===== config.mk =====
export PLATFORM = sky130hd
export DESIGN_NAME = uart_tx_fifo
export DESIGN_NICKNAME = d
export VERILOG_FILES = /design/src/rtl/uart_tx_fifo.sv
export SDC_FILE = /design/constraint.sdc
export NUM_CORES = 1
export LEC_CHECK = 0
export BUFFER_PORTS_ARGS = -buffer_cell sky130_fd_sc_hd__buf_4
export CORE_ASPECT_RATIO = 1.25
export CORE_MARGIN = 4
export CORE_UTILIZATION = 50
export DETAILED_ROUTE_END_ITERATION = 10
export PLACE_DENSITY = 0.66
export SLEW_MARGIN = 30
export SYNTH_ARGS = -nofsm -noshare
export SYNTH_HDL_FRONTEND = slang
export SYNTH_SLANG_ARGS = --single-unit

===== constraint.sdc =====
create_clock -name clk -period 4.2 [get_ports clk]
set_clock_uncertainty 0.15 [all_clocks]
set_input_delay 0.42 -clock clk [delete_from_list [all_inputs] [get_ports clk]]
set_output_delay 0.42 -clock clk [all_outputs]
set_load 0.005 [all_outputs]

===== src/rtl/uart_tx_fifo.sv =====
// Byte-wide transmit FIFO feeding an 8-bit UART serializer, 8N1 framing by default.
// Define UART_TX_PARITY_EN to insert an even-parity bit before the stop bit (11-bit frame).
module uart_tx_fifo #(
    parameter int CLKS_PER_BIT = 868,
    parameter int DEPTH        = 32,
    parameter int ADDR_W       = $clog2(DEPTH)
) (
    input  logic              clk,
    input  logic              rstn,
    input  logic              wr_en,
    input  logic [7:0]        data_i,
    output logic              tx,
    output logic              full,
    output logic              empty,
    output logic [ADDR_W:0]   level,
    output logic              busy,
    output logic              overflow
);
    localparam int                BAUD_W    = $clog2(CLKS_PER_BIT);
    localparam logic [BAUD_W-1:0] BAUD_LAST = BAUD_W'(CLKS_PER_BIT - 1);
    localparam logic [ADDR_W:0]   LEVEL_MAX = (ADDR_W + 1)'(DEPTH);

`ifdef UART_TX_PARITY_EN
    typedef enum logic [2:0] {IDLE, START, DATA, PARITY, STOP} state_t;
`else
    typedef enum logic [1:0] {IDLE, START, DATA, STOP} state_t;
`endif

    state_t              state_q, state_d;
    logic [BAUD_W-1:0]   baud_q, baud_d;
    logic [2:0]          bit_q, bit_d;
    logic [7:0]          shift_q, shift_d;
    logic [ADDR_W-1:0]   wr_ptr_q, wr_ptr_d;
    logic [ADDR_W-1:0]   rd_ptr_q, rd_ptr_d;
    logic [ADDR_W:0]     level_q, level_d;
    logic                full_q, full_d;
    logic                empty_q, empty_d;
    logic                busy_q, busy_d;
    logic                overflow_q, overflow_d;
    logic                tx_q, tx_d;
`ifdef UART_TX_PARITY_EN
    logic                par_q, par_d;
`endif
    logic [7:0]          mem_q [DEPTH];
    logic [7:0]          head;
    logic                push, pop, baud_last;

    assign push      = wr_en && !full_q;
    assign head      = mem_q[rd_ptr_q];
    assign baud_last = (baud_q == BAUD_LAST);

    always_comb begin
        state_d = state_q;
        baud_d  = baud_q;
        bit_d   = bit_q;
        shift_d = shift_q;
        pop     = 1'b0;
`ifdef UART_TX_PARITY_EN
        par_d   = par_q;
`endif
        case (state_q)
            IDLE: begin
                if (!empty_q) begin
                    pop     = 1'b1;
                    state_d = START;
                    baud_d  = '0;
                end
            end
            START: begin
                if (baud_last) begin
                    state_d = DATA;
                    baud_d  = '0;
                    bit_d   = '0;
                end else begin
                    baud_d = baud_q + 1'b1;
                end
            end
            DATA: begin
                if (baud_last) begin
                    baud_d  = '0;
                    shift_d = {1'b0, shift_q[7:1]};
                    bit_d   = bit_q + 1'b1;
                    if (bit_q == 3'd7) begin
`ifdef UART_TX_PARITY_EN
                        state_d = PARITY;
`else
                        state_d = STOP;
`endif
                    end
                end else begin
                    baud_d = baud_q + 1'b1;
                end
            end
`ifdef UART_TX_PARITY_EN
            PARITY: begin
                if (baud_last) begin
                    state_d = STOP;
                    baud_d  = '0;
                end else begin
                    baud_d = baud_q + 1'b1;
                end
            end
`endif
            STOP: begin
                if (baud_last) begin
                    baud_d = '0;
                    // Chain straight into the next start bit so bursts leave no idle gap.
                    if (!empty_q) begin
                        pop     = 1'b1;
                        state_d = START;
                    end else begin
                        state_d = IDLE;
                    end
                end else begin
                    baud_d = baud_q + 1'b1;
                end
            end
            default: state_d = IDLE;
        endcase
        if (pop) begin
            shift_d = head;
`ifdef UART_TX_PARITY_EN
            par_d   = ^head;
`endif
        end
    end

    // The line follows the current state one cycle late, keeping it a clean flop output.
    always_comb begin
        tx_d = 1'b1;
        case (state_q)
            START:   tx_d = 1'b0;
            DATA:    tx_d = shift_q[0];
`ifdef UART_TX_PARITY_EN
            PARITY:  tx_d = par_q;
`endif
            default: tx_d = 1'b1;
        endcase
    end

    always_comb begin
        wr_ptr_d = push ? wr_ptr_q + 1'b1 : wr_ptr_q;
        rd_ptr_d = pop  ? rd_ptr_q + 1'b1 : rd_ptr_q;
        case ({push, pop})
            2'b10:   level_d = level_q + 1'b1;
            2'b01:   level_d = level_q - 1'b1;
            default: level_d = level_q;
        endcase
        full_d     = (level_d == LEVEL_MAX);
        empty_d    = (level_d == '0);
        busy_d     = (state_d != IDLE);
        overflow_d = overflow_q | (wr_en & full_q);
    end

    always_ff @(posedge clk or negedge rstn) begin
        if (!rstn) begin
            state_q    <= IDLE;
            baud_q     <= '0;
            bit_q      <= '0;
            shift_q    <= '0;
            wr_ptr_q   <= '0;
            rd_ptr_q   <= '0;
            level_q    <= '0;
            full_q     <= 1'b0;
            empty_q    <= 1'b1;
            busy_q     <= 1'b0;
            overflow_q <= 1'b0;
            tx_q       <= 1'b1;
`ifdef UART_TX_PARITY_EN
            par_q      <= 1'b0;
`endif
        end else begin
            state_q    <= state_d;
            baud_q     <= baud_d;
            bit_q      <= bit_d;
            shift_q    <= shift_d;
            wr_ptr_q   <= wr_ptr_d;
            rd_ptr_q   <= rd_ptr_d;
            level_q    <= level_d;
            full_q     <= full_d;
            empty_q    <= empty_d;
            busy_q     <= busy_d;
            overflow_q <= overflow_d;
            tx_q       <= tx_d;
`ifdef UART_TX_PARITY_EN
            par_q      <= par_d;
`endif
        end
    end

    always_ff @(posedge clk) begin
        if (push) mem_q[wr_ptr_q] <= data_i;
    end

    assign tx       = tx_q;
    assign full     = full_q;
    assign empty    = empty_q;
    assign level    = level_q;
    assign busy     = busy_q;
    assign overflow = overflow_q;
endmodule


---- Word level (Yosys, flattened, before mapping) ----
Memory sizes are Yosys's and may differ from the RTL's.
Cells that the tools add are included.
word-level totals
  register bits after elaboration ......... 44
  bits in writable memories ............... 256
  input bits .............................. 11
  output and inout bits ................... 11
  logic and storage cells ................. 66
  memories ................................ 1
cells by class
  add/subtract/negate cells ............... 6
  eq/ne operators ......................... 11
  muxes and demuxes ....................... 23
  bitwise operators ....................... 2
  reduce and logical (&&, ||, !) cells .... 11
memories
  memory  depth  bits a word  read ports  clocked after Yosys merged registers in  write ports  RTL line  RTL
  mem_q   32     8            1           0                                        1            44        logic [7:0] mem_q [DEPTH];
operators with widths
  operator               count
  $mux 8                 3
  $mux 10                2
  $pmux 10 s2            1
  $pmux 6 s2             1
  $add 10x1->10 const B  1
  $add 5x1->5 const B    2
  $eq 10x10->1 const B   1
  $mux 2                 5
  $pmux 2 s4             1
  $reduce_bool 2->1      4
  $add 6x1->6 const B    1
  $eq 2x2->1 const B     3
  $eq 6x6->1 const B     1
  $logic_not 6->1        1
  $mux 3                 2
  $ne 2x2->1 const B     3
  $pmux 3 s2             1
  $sub 6x1->6 const B    1
  $mux 1                 5
  $eq 2x1->1 const B     2
  $pmux 1 s2             2
  $add 3x1->3 const B    1
  $eq 3x3->1 const B     1
  $reduce_and 3->1       1
  7 further kinds        7

---- Logic depth before layout (Yosys ltp) ----
Gate-level depths: netlist of the first run.
  depth in word-level cells ............... 6
  gate-level depth with buffers ........... 15
  depth with buffers taken out ............ 13

---- Worst setup path before layout of the first run ----
OpenSTA, ideal clock, no wires.
  path kind ............................... reg2reg
  start ................................... register state_q[0]
  end ..................................... register full_q, in the netlist full
  setup time .............................. 105 ps
  data arrival time ....................... 3160 ps
  data required time ...................... 3945 ps
  setup slack ............................. 785 ps
  stages on the path, launching flop included .. 14
  path buffers ............................ 2
  clock period less this slack ............ 3415 ps
  cell sequence ........................... dfrtp_1 > inv_1 > ha_1 > or3b_1 > nor4_1 > or2_0 > clkbuf_1 > clkbuf_1 > ha_1 > a21oi_1 > a2111oi_0 > o31a_1 > o21ai_0 > nor4b_1
between the ends
  longest elaborated chain between the ends .. 5
  elaborated cells between the ends (all ways) .. 7
  those cells by class .................... eq/ne (4); mux (2); reduce/logical (1)
ends and longest elaborated chain
  item                                                  RTL line  RTL
  start: declaration                                    29        state_t state_q, state_d;
  start signal: assignment                              173       state_q <= state_d;
  $eq 2x2->1 / $logic_not 2->1 (equally long branches)  61        case (state_q)
  $pmux 1 s2 *                                          61
  $eq 2x1->1 / $eq 2x2->1 (equally long branches)       144       case ({push, pop})
  $pmux 6 s2 *                                          144
  $eq 6x6->1 *                                          149       full_d = (level_d == LEVEL_MAX);
  named net full_d                                      36        logic full_q, full_d;
  end signal: assignment                                180       full_q <= full_d;
  end: declaration                                      36
The timed path passes the listed nets; every way through them passes the cells marked *.
A chain may end at the register's enable or synchronous reset.

---- Worst setup path after layout of the first run ----
Ends and elaborated chain as after synthesis.

==> key figures, run 1 <==
Global route
  – Initial antenna violation count: 0
  – Vias in the first global route: 6,398
  – Total GRT Usage: 18.34%
  – Pin count of the biggest net entering global routing: 45
  – Total grt overflow: 0
  – First-pass GRT wire length: 38.45 mm

Setup path
  – Critical Path End Type: flip-flop
  – Startpoint Class: flip-flop
  – Kind of critical path: reg -> reg
  – CP Max Fanout: 11
  – CP arrival: 3950 ps
  – WP data required: 4490 ps

Synthesis
  – Yosys cell types: 55
  – FFs w/ async S/R, synth: 14.67%
  – EDFF count, synth: 256
  – Yosys warns: 0
  – Synth Flop Type: edfxtp_1
  – Mapped Cells: 665
  – Synthesized net count: 691
  – Average cell area after synthesis: 18.52 um2
  – Synthesis-stage register bit count: 300
  – Synthesized area: 0.01231 mm2
  – Post-synthesis sequential area ratio: 71.39%

Power and ir drop
  – Flop pwr share: 51.6%
  – Comb power frac: 8.8%
  – Clk pwr share: 39.7%
  – Power Dens Cells: 507.2 mW/mm2
  – Sw Share: 23.42%
  – Leak Pwr: 4.583 nW
  – Power Internal: 5.383 mW
  – Sw Pwr: 1.646 mW
  – IR drop worst, VDD: 344.7 uV

Clocking
  – CTS max path bufs: 3
  – Clk pin slew, worst setup/hold paths: 60 ps
  – CTS tree: yes
  – CTS H-tree lvls: 1
  – Clk root buf: clkbuf_16
  – Clk_lat worst skew: 550 ps
  – Post_cts resized: 0
  – Post-CTS Setup Bufs: 0
  – CTS Buf Count: 30
  – Clock sinks: 300

Final layout
  – Most common cell after layout, fill and taps aside: edfxtp_1
  – ANT cells: 0
  – Share of cells above drive strength 1: 25.21%
  – Commonest non-fill, non-tap cells in the layout: 256 x edfxtp_1, 80 x mux4_2, 49 x nor2_1, 39 x dfrtp_1, 32 x nand2_1
  – Fill cell count: 1,772
  – Layout Nets: 716
  – Finished Core Util: 57.83%
  – Layout area overhead: 12.54%
  – Non-filler cells in the finished layout: 1,039

Floorplan
  – Core Rows: 63
  – Area of the core: 0.02396 mm2
  – Chip height: 183.5 um
  – Num ports: 22
  – Die W: 148.4 um
  – Initial Utilization: 51.39%
  – Die area: 0.02722 mm2

Timing
  – Final worst-path cycle share: 87.05%
  – Fin crit period: 3656 ps
  – Final Setup Violations: 0
  – RSZ-0062 raised after global routing: no
  – Max-Slew Margin vs Limit: 36.58%
  – Hold Vio Cnt, Final: 0
  – Maximum clock frequency: 273.5 MHz
  – TNS Setup: 0 ps
  – Worst slew pin tran: 951.3 ps
  – Final Max Tran Viols: 0

Routing
  – Met3 WL: 1.340 mm
  – Final antenna-violating net count: 0
  – Via density: 5.951
  – DRT Wirelength: 24.28 mm
  – Met2 wire len: 12.00 mm
  – Drc violations: 0
  – Met1 WL: 10.34 mm
  – Drt pass-1 iters: 5
  – Via Count: 6,183
  – DRT iter0 DRCs: 607
  – WL/cell: 23.36 um
  – DR top layer: met4

Placed design
  – I/O Buffers: 21
  – Placed Cells: 981
  – Hpwl dp: 15.55 mm
  – Global placement routability congestion: 0.8267

Run status
  – Status: complete, no violations

Flow run
  – Max_cap viols: 0

Hold path
  – Hold Path Class: in -> reg
## per-stage QoR
step / power [mW] / worst slack, ps / cell area, um2 / hold slack, ps
after floorplan: 4.010 / 784.5 / 12310 / -25.59
after global placement: 4.254 / 779.4 / 12790 / 296.1
after detailed placement: 4.299 / 531.3 / 12790 / 304.0
after CTS: 7.084 / 543.3 / 13860 / 135.1
after global routing: 7.294 / 152.2 / 13860 / 147.5
final: 7.029 / 543.9 / 13860 / 151.9
## routing by layer
| layer | GRT usage, % | vias to the layer above |
|---|---|---|
| met1 | 26.48 | 3208 |
| li1 | - | 2710 |
| met5 | 0 | - |
| met4 | 4.510 | 0 |
| met3 | 2.713 | 47 |
| met2 | 30.08 | 218 |
## Yosys cell counts, types with 2 or more instances
library cell	count	area, um2
or3b_1	2	17.52
a21oi_1	11	55.05
buf_1	6	22.52
clkbuf_1	23	86.33
or2_2	2	12.51
o31a_1	2	17.52
edfxtp_1	256	7687
nor4_1	4	25.02
dfstp_2	2	52.55
o21ai_1	10	50.05
nand3_1	8	40.04
mux2i_1	10	100.1
a21o_1	4	30.03
nand4_1	5	31.28
dfrtp_1	42	1051
nor4b_1	3	26.28
o21ai_0	19	95.09
buf_6	3	33.78
and4bb_2	2	25.02
o31ai_1	2	15.01
xnor2_1	11	96.34
inv_1	7	26.28
and3_1	2	12.51
nand2_1	32	120.1
buf_2	4	20.02
mux2_2	9	101.4
ha_1	15	187.7
nor2_1	49	183.9
nor3_1	6	30.03
a32o_1	2	20.02
nand3b_1	2	15.01
mux4_2	80	1802
nor3b_1	2	15.01
or3_1	3	18.77
xor2_1	3	26.28
a31oi_1	3	18.77
## cell type report
cell class	instances	area, um2	area share [%]
sequential	300	8797	63.48
multi-input combinational	320	3323	23.98
clock buffer	35	810.8	5.850
tap	325	406.6	2.934
timing repair buffer	30	255.2	1.842
clock inverter	21	235.2	1.697
inverter	8	30.03	0.2167
## flip-flops by register name (all words and copies together) (netlist names)
| name | count |
|---|---|
| tx | 1 |
| empty | 1 |
| wr_ptr_q | 5 |
| rd_ptr_q | 5 |
| bit_q | 3 |
| level | 6 |
| overflow | 1 |
| state_q | 2 |
| shift_q | 8 |
| busy | 1 |
| full | 1 |
| baud_q | 10 |
| mem_q | 256 |
## power groups by stage
stage | sequential [mW] | combinational [mW] | clock, mW
2_1_floorplan | 3.57 | 0.444 | 0
4_1_cts | 3.62 | 0.623 | 2.84
6_report | 3.63 | 0.615 | 2.79
5_1_grt | 3.64 | 0.671 | 2.98
3_3_place_gp | 3.66 | 0.593 | 0
3_5_place_dp | 3.68 | 0.618 | 0
## what timing repair did
item | 4_1_cts | 5_1_grt
endpoints found under the hold margin | 43 | 0
endpoints found under the setup margin | 0 | 0
hold buffers | 2 | 0
## worst max-delay path, cell delays in order, from the launching register on
cell	delay, ps
dfrtp_1	400
inv_1	100
ha_1	330
or3b_1	360
nor4_1	270
or2_0	200
ha_1	380
a21oi_1	180
a2111oi_0	570
o31a_1	220
o21ai_0	120
nor4b_1	270
## kinds of logic (layout without fill, tap and decap cells)
family / count (synthesis) / count (layout) / synth area share, %
AND/OR/NAND/NOR: 131 / 131 / 5.202
buffers and inverters: 45 / 94 / 1.626
flip-flops: 300 / 300 / 71.39
adder cells (fa/ha/maj): 15 / 15 / 1.524
XOR/XNOR: 14 / 14 / 0.9958
multiplexers: 99 / 99 / 16.27
AO/OA/AOI/OAI: 61 / 61 / 2.997
## worst paths after layout
path                            start           to  slack [ps]  cells past startpoint
max in group asynchronous        rstn  rd_ptr_q[0]        3200                      2
hold / removal              data_i[6]  mem_q[5][6]         150                      1
hold reg to reg              overflow     overflow         320                      1
setup reg to reg           state_q[0]         full         540                     11
setup / recovery           state_q[0]         full         540                     11
min in group asynchronous        rstn    baud_q[0]         250                      2
No activity file was read; power rests on OpenSTA's default activity.
==> run 2: changes to the inputs <==
--- a/config.mk
+++ b/config.mk
@@ -10,7 +10,7 @@
 export CORE_MARGIN = 4
 export CORE_UTILIZATION = 50
 export DETAILED_ROUTE_END_ITERATION = 10
-export PLACE_DENSITY = 0.66
+export PLACE_DENSITY = 0.68
 export SLEW_MARGIN = 30
 export SYNTH_ARGS = -nofsm -noshare
 export SYNTH_HDL_FRONTEND = slang
==> constraint.sdc (replaced) <==
create_clock -name clk -period 3.3 [get_ports clk]
set_clock_uncertainty 0.15 [all_clocks]
set_input_delay 0.33 -clock clk [delete_from_list [all_inputs] [get_ports clk]]
set_output_delay 0.33 -clock clk [all_outputs]
set_load 0.005 [all_outputs]
==> run 2 against run 1 <==
Compared with the run above:
- global-route usage is 1.1 points lower
- total power up 22%
- critical path type unchanged
- combinational power up 36%
- design area grew 1.4%
- critical path depth up 2
- register-to-register slack worse by 410 ps
- count of clock-buffer cells in the layout grew 9
- first-iteration DRC count shrank 34%
- via count down 1.7%
- sequential power rose by 27%
==> key figures, run 2 (same netlist as run 1, synthesis figures left out) <==
Routing
  – DR top layer: met4
  – DRT iter0 DRCs: 399
  – WL/cell: 21.55 um
  – Met1 WL: 9.579 mm
  – Met3 WL: 1.037 mm
  – Final antenna-violating net count: 0
  – Via density: 5.732
  – Drc violations: 0
  – Met2 wire len: 11.63 mm
  – DRT Wirelength: 22.85 mm
  – Via Count: 6,076
  – Drt pass-1 iters: 5

Setup path
  – Max incr delay on CP: 420 ps
  – CP Cell Sequence: inv_2 -> ha_2 -> buf_4 -> nor2_1 -> nand2_1 -> nor2_1 -> xor2_1 -> ha_2 -> a21oi_4 -> a2111oi_4 -> o31a_1 -> o21ai_1 -> nor4b_2
  – CP arrival: 3450 ps
  – Startpoint Class: flip-flop
  – Slowest cell on crit path: dfrtp_1
  – CP top delay family: compound AO/OA/AOI/OAI gates
  – R2R Path Start: state_q[1]
  – Worst reg-to-reg setup slack: 130 ps
  – CP Max Fanout: 4
  – CP bufs+invs: 2
  – Reg2Reg Depth: 13
  – Critical Path End Type: flip-flop
  – Kind of critical path: reg -> reg
  – WP data required: 3580 ps
  – Crit. Startpoint: state_q[1]
  – Reg2reg end: full

Final layout
  – Most common cell after layout, fill and taps aside: edfxtp_1
  – Layout area overhead: 14.11%
  – Non-filler cells in the finished layout: 1,060
  – Share of cells above drive strength 1: 28.98%
  – Layout Nets: 739
  – ANT cells: 0
  – Finished Core Util: 58.64%
  – Fill cell count: 1,809
  – Top reg by flops: mem_q
  – Final instance area: 0.01405 mm2
  – FF/Latch Area: 0.008796 mm2
  – Commonest non-fill, non-tap cells in the layout: 256 x edfxtp_1, 80 x mux4_2, 50 x buf_4, 49 x nor2_1, 40 x dfrtp_1
  – Max reg flops: 256
  – Multi-input gate area: 0.003456 mm2
  – Biggest regs: mem_q x256, baud_q x10, shift_q x8

Timing
  – Maximum clock frequency: 315.6 MHz
  – TNS Setup: 0 ps
  – Hold Vio Cnt, Final: 0
  – Fin crit period: 3169 ps
  – RSZ-0062 raised after global routing: no
  – Final Max Tran Viols: 0
  – Final worst-path cycle share: 96.03%
  – Max-Slew Margin vs Limit: 45.48%
  – Final WS setup: 130.9 ps
  – Final Setup Violations: 0
  – Worst slew pin tran: 817.8 ps
  – Min Hold Slack: 72.39 ps

Floorplan
  – Area of the core: 0.02396 mm2
  – Initial Utilization: 51.39%
  – Num ports: 22
  – Die W: 148.4 um
  – Chip height: 183.5 um
  – Die area: 0.02722 mm2
  – Core Rows: 63

Clocking
  – Clock sinks: 300
  – CTS max path bufs: 3
  – CTS H-tree lvls: 1
  – CTS Buf Count: 29
  – CTS tree: yes
  – Clk_lat worst skew: 530 ps
  – Clk pin slew, worst setup/hold paths: 60 ps
  – Clk root buf: clkbuf_16

Placed design
  – Global placement routability congestion: 0.8790
  – I/O Buffers: 21
  – Placed Cells: 1,003
  – Post-place instance area: 0.01296 mm2
  – Pre-CTS setup slack: -128.0 ps
  – Hpwl dp: 14.75 mm

Flow run
  – Max_cap viols: 0

Power and ir drop
  – Total power: 8.598 mW
  – Power Dens Cells: 611.8 mW/mm2
  – IR drop worst, VDD: 490.8 uV
  – Leak Pwr: 4.693 nW

Hold path
  – Hold_sp: data_i[2]
  – Hold Path End: mem_q[11][2]
  – Cells on Worst Hold Path: 1
  – Hold Path Class: in -> reg

Global route
  – Total GRT Usage: 17.29%
  – Pin count of the biggest net entering global routing: 52
  – Initial antenna violation count: 0
  – Vias in the first global route: 6,307
  – Total grt overflow: 0
  – First-pass GRT wire length: 36.49 mm

Run status
  – Status: complete, no violations
==> run 2: worst max-delay path by stage <==
stage            to  slack, ps  cells after the start
6_report       full        130                     13
3_5_place_dp   full       -130                     11
4_1_cts        full         50                     12
2_1_floorplan  full         10                     13
5_1_grt        full          6                     13
3_3_place_gp   full        100                     12
==> run 2: layer usage <==
| metal | global-route usage, % | vias up |
|---|---|---|
| met5 | 0 | - |
| met4 | 4.732 | 0 |
| met3 | 2.441 | 38 |
| met2 | 29.05 | 149 |
| met1 | 24.15 | 3134 |
| li1 | - | 2755 |
==> run 2: worst register-to-register path: stages, from the launching register on <==
cell and delay [ps]:
dfrtp_1 420, inv_2 100, ha_2 280, buf_4 140, nor2_1 200, nand2_1 110
nor2_1 210, xor2_1 190, ha_2 260, a21oi_4 70, a2111oi_4 400, o31a_1 200
o21ai_1 120, nor4b_2 250
==> run 2: cell type report <==
type	count	share of cell area (%)
Sequential cell	300	62.59
Clock inverter	9	0.5431
Clock buffer	44	6.064
Timing Repair Buffer	54	3.099
Tap cell	325	2.894
Inverter	8	0.2137
Multi-Input combinational cell	320	24.59
==> run 2: report_power, final <==
| group | internal (mW) | switching (mW) | leakage (nW) | total (mW) |
|---|---|---|---|---|
| clock network | 1.85 | 1.31 | 0.459 | 3.16 |
| registers | 4.39 | 0.210 | 2.84 | 4.60 |
| logic | 0.357 | 0.477 | 1.39 | 0.834 |
| total | 6.60 | 2.00 | 4.69 | 8.60 |
==> run 2: timing repair <==
action | CTS | global route
pin swaps | 0 | 3
buffers inserted | 0 | 2
endpoints found under the setup margin | 1 | 2
hold buffers | 2 | 0
endpoints found under the hold margin | 44 | 0
resized for setup | 5 | 20
==> run 3: changes to the inputs <==
--- a/config.mk
+++ b/config.mk
@@ -5,13 +5,14 @@
 export SDC_FILE = /design/constraint.sdc
 export NUM_CORES = 1
 export LEC_CHECK = 0
-export BUFFER_PORTS_ARGS = -buffer_cell sky130_fd_sc_hd__buf_4
 export CORE_ASPECT_RATIO = 1.25
 export CORE_MARGIN = 4
 export CORE_UTILIZATION = 50
 export DETAILED_ROUTE_END_ITERATION = 10
+export DONT_BUFFER_PORTS = 1
 export PLACE_DENSITY = 0.68
 export SLEW_MARGIN = 30
 export SYNTH_ARGS = -nofsm -noshare
 export SYNTH_HDL_FRONTEND = slang
 export SYNTH_SLANG_ARGS = --single-unit
+export TNS_END_PERCENT = 100
==> run 3 against run 2 <==
Compared with the run above:
- utilization rose by 0.26 points
- final cell count shrank 1.5%
- routed wire length is 2.6% higher
- die area is the same
- register-to-register slack worse by 20 ps
- fmax down 0.63%
- sequential power barely moved
- global-route usage up 0.45 points
- count of clock-buffer cells in the layout decreased by 14
- design area is 0.44% higher
- largest power group unchanged
==> key figures, run 3 (same netlist as run 1, synthesis figures left out) <==
Routing
  – Final antenna-violating net count: 0
  – DRT iter0 DRCs: 544
  – Via density: 5.819
  – Via Count: 6,075
  – Drc violations: 0
  – WL/cell: 22.46 um
  – DRT Wirelength: 23.45 mm
  – Drt pass-1 iters: 5

Power and ir drop
  – Sw Pwr: 2.056 mW
  – Power Internal: 6.712 mW
  – Clk pwr share: 38.6%
  – IR drop worst, VDD: 358.4 uV
  – Sw Share: 23.45%
  – Flop pwr share: 52.6%
  – Leak Pwr: 4.653 nW
  – Comb power frac: 8.8%
  – Power Dens Cells: 621.2 mW/mm2

Setup path
  – Startpoint Class: flip-flop
  – Max incr delay on CP: 410 ps
  – CP bufs+invs: 1
  – Critical Path End Type: flip-flop
  – CP top delay family: simple AND/OR/NAND/NOR gates
  – WP data required: 3580 ps
  – CP Max Fanout: 7
  – CP Cell Sequence: inv_2 -> ha_4 -> or3b_1 -> nor4_2 -> or2_1 -> ha_4 -> nor4b_2 -> nand2_1 -> o21ai_1 -> mux2i_1 -> xnor2_1 -> nor4b_2
  – Slowest cell on crit path: dfrtp_1
  – CP arrival: 3470 ps
  – Worst reg-to-reg setup slack: 110 ps
  – Kind of critical path: reg -> reg

Global route
  – Total grt overflow: 0
  – Total GRT Usage: 17.74%
  – Pin count of the biggest net entering global routing: 45
  – Vias in the first global route: 6,353
  – First-pass GRT wire length: 37.31 mm
  – Initial antenna violation count: 1

Final layout
  – Final instance area: 0.01411 mm2
  – Top reg by flops: mem_q
  – Layout area overhead: 14.61%
  – Biggest regs: mem_q x256, baud_q x10, shift_q x8
  – Finished Core Util: 58.90%
  – Share of cells above drive strength 1: 27.40%
  – Most common cell after layout, fill and taps aside: edfxtp_1
  – Max reg flops: 256
  – Commonest non-fill, non-tap cells in the layout: 256 x edfxtp_1, 80 x mux4_2, 48 x nor2_1, 40 x dfrtp_1, 32 x nand2_1
  – Layout Nets: 723
  – ANT cells: 0

Floorplan
  – Die W: 148.4 um
  – Core Rows: 63
  – Area of the core: 0.02396 mm2
  – Num ports: 22
  – Initial Utilization: 51.39%
  – Die area: 0.02722 mm2
  – Chip height: 183.5 um

Placed design
  – Global placement routability congestion: 0.8250
  – Post-place instance area: 0.01275 mm2
  – I/O Buffers: 0
  – Hpwl dp: 15.14 mm

Clocking
  – CTS Buf Count: 29
  – Clock sinks: 300
  – CTS H-tree lvls: 1
  – CTS tree: yes
  – Clk_lat worst skew: 550 ps
  – Clk pin slew, worst setup/hold paths: 60 ps
  – Clk root buf: clkbuf_16
  – CTS max path bufs: 3

Flow run
  – Max_cap viols: 0

Timing
  – Min Hold Slack: 152.7 ps
  – Worst slew pin tran: 792.5 ps
  – Maximum clock frequency: 313.5 MHz
  – Final worst-path cycle share: 96.65%
  – Final Setup Violations: 0
  – Max-Slew Margin vs Limit: 46.97%
  – Fin crit period: 3189 ps
  – Hold Vio Cnt, Final: 0
  – Final Max Tran Viols: 0

Hold path
  – Hold Path Class: in -> async

Run status
  – Status: complete, no violations
## run 3: path summary, 6_finish.rpt
path	start	end	cells after the start
worst min-delay path	rstn	level[0]	2
worst min register to register	baud_q[6]	baud_q[6]	1
min in group clk	wr_en	wr_ptr_q[0]	3
worst max register to register	state_q[1]	full	12
max in group asynchronous	rstn	tx	2
worst max-delay path	state_q[1]	full	12
## run 3: cell type report
class | count | area, um2
fillers | 1737 | 9849
flip-flops and latches | 300 | 8796
repair buffers | 38 | 427.9
multi-input cells | 320 | 3461
inverters | 8 | 30.03
clock inverters | 23 | 262.8
clock buffers | 30 | 729.5
well taps | 325 | 406.6
## run 3: through the flow
step,std cells,setup TNS [ps],power [mW],worst slack (ps)
floorplan,665,0,5.105,10.69
global route,1044,-69.88,9.117,-69.88
CTS,1041,0,8.788,6.971
global placement,972,0,5.265,119.5
detailed placement,972,-50.01,5.316,-50.01
finish,1044,0,8.768,110.7
## run 3: repair_timing
item | CTS | global route
hold endpoints to repair | 301 | 0
buffers inserted | 0 | 3
gates cloned | 0 | 0
pin swaps | 0 | 3
endpoints found under the setup margin | 1 | 3
resized for setup | 4 | 21
hold buffers | 16 | 0
## run 3: power groups by stage
stage          Clock, mW  Sequential [mW]  Combinational [mW]
2_1_floorplan          0             4.54               0.567
3_3_place_gp           0             4.66               0.607
3_5_place_dp           0             4.68               0.636
4_1_cts             3.45             4.60               0.735
5_1_grt             3.63             4.64               0.844
6_report            3.38             4.61               0.770
## run 3: routing by layer
metal,global-route usage (%),wire [um]
met1,23.63,9641
met2,30.77,12150
met3,2.910,1090
met4,4.695,557
met5,0,13
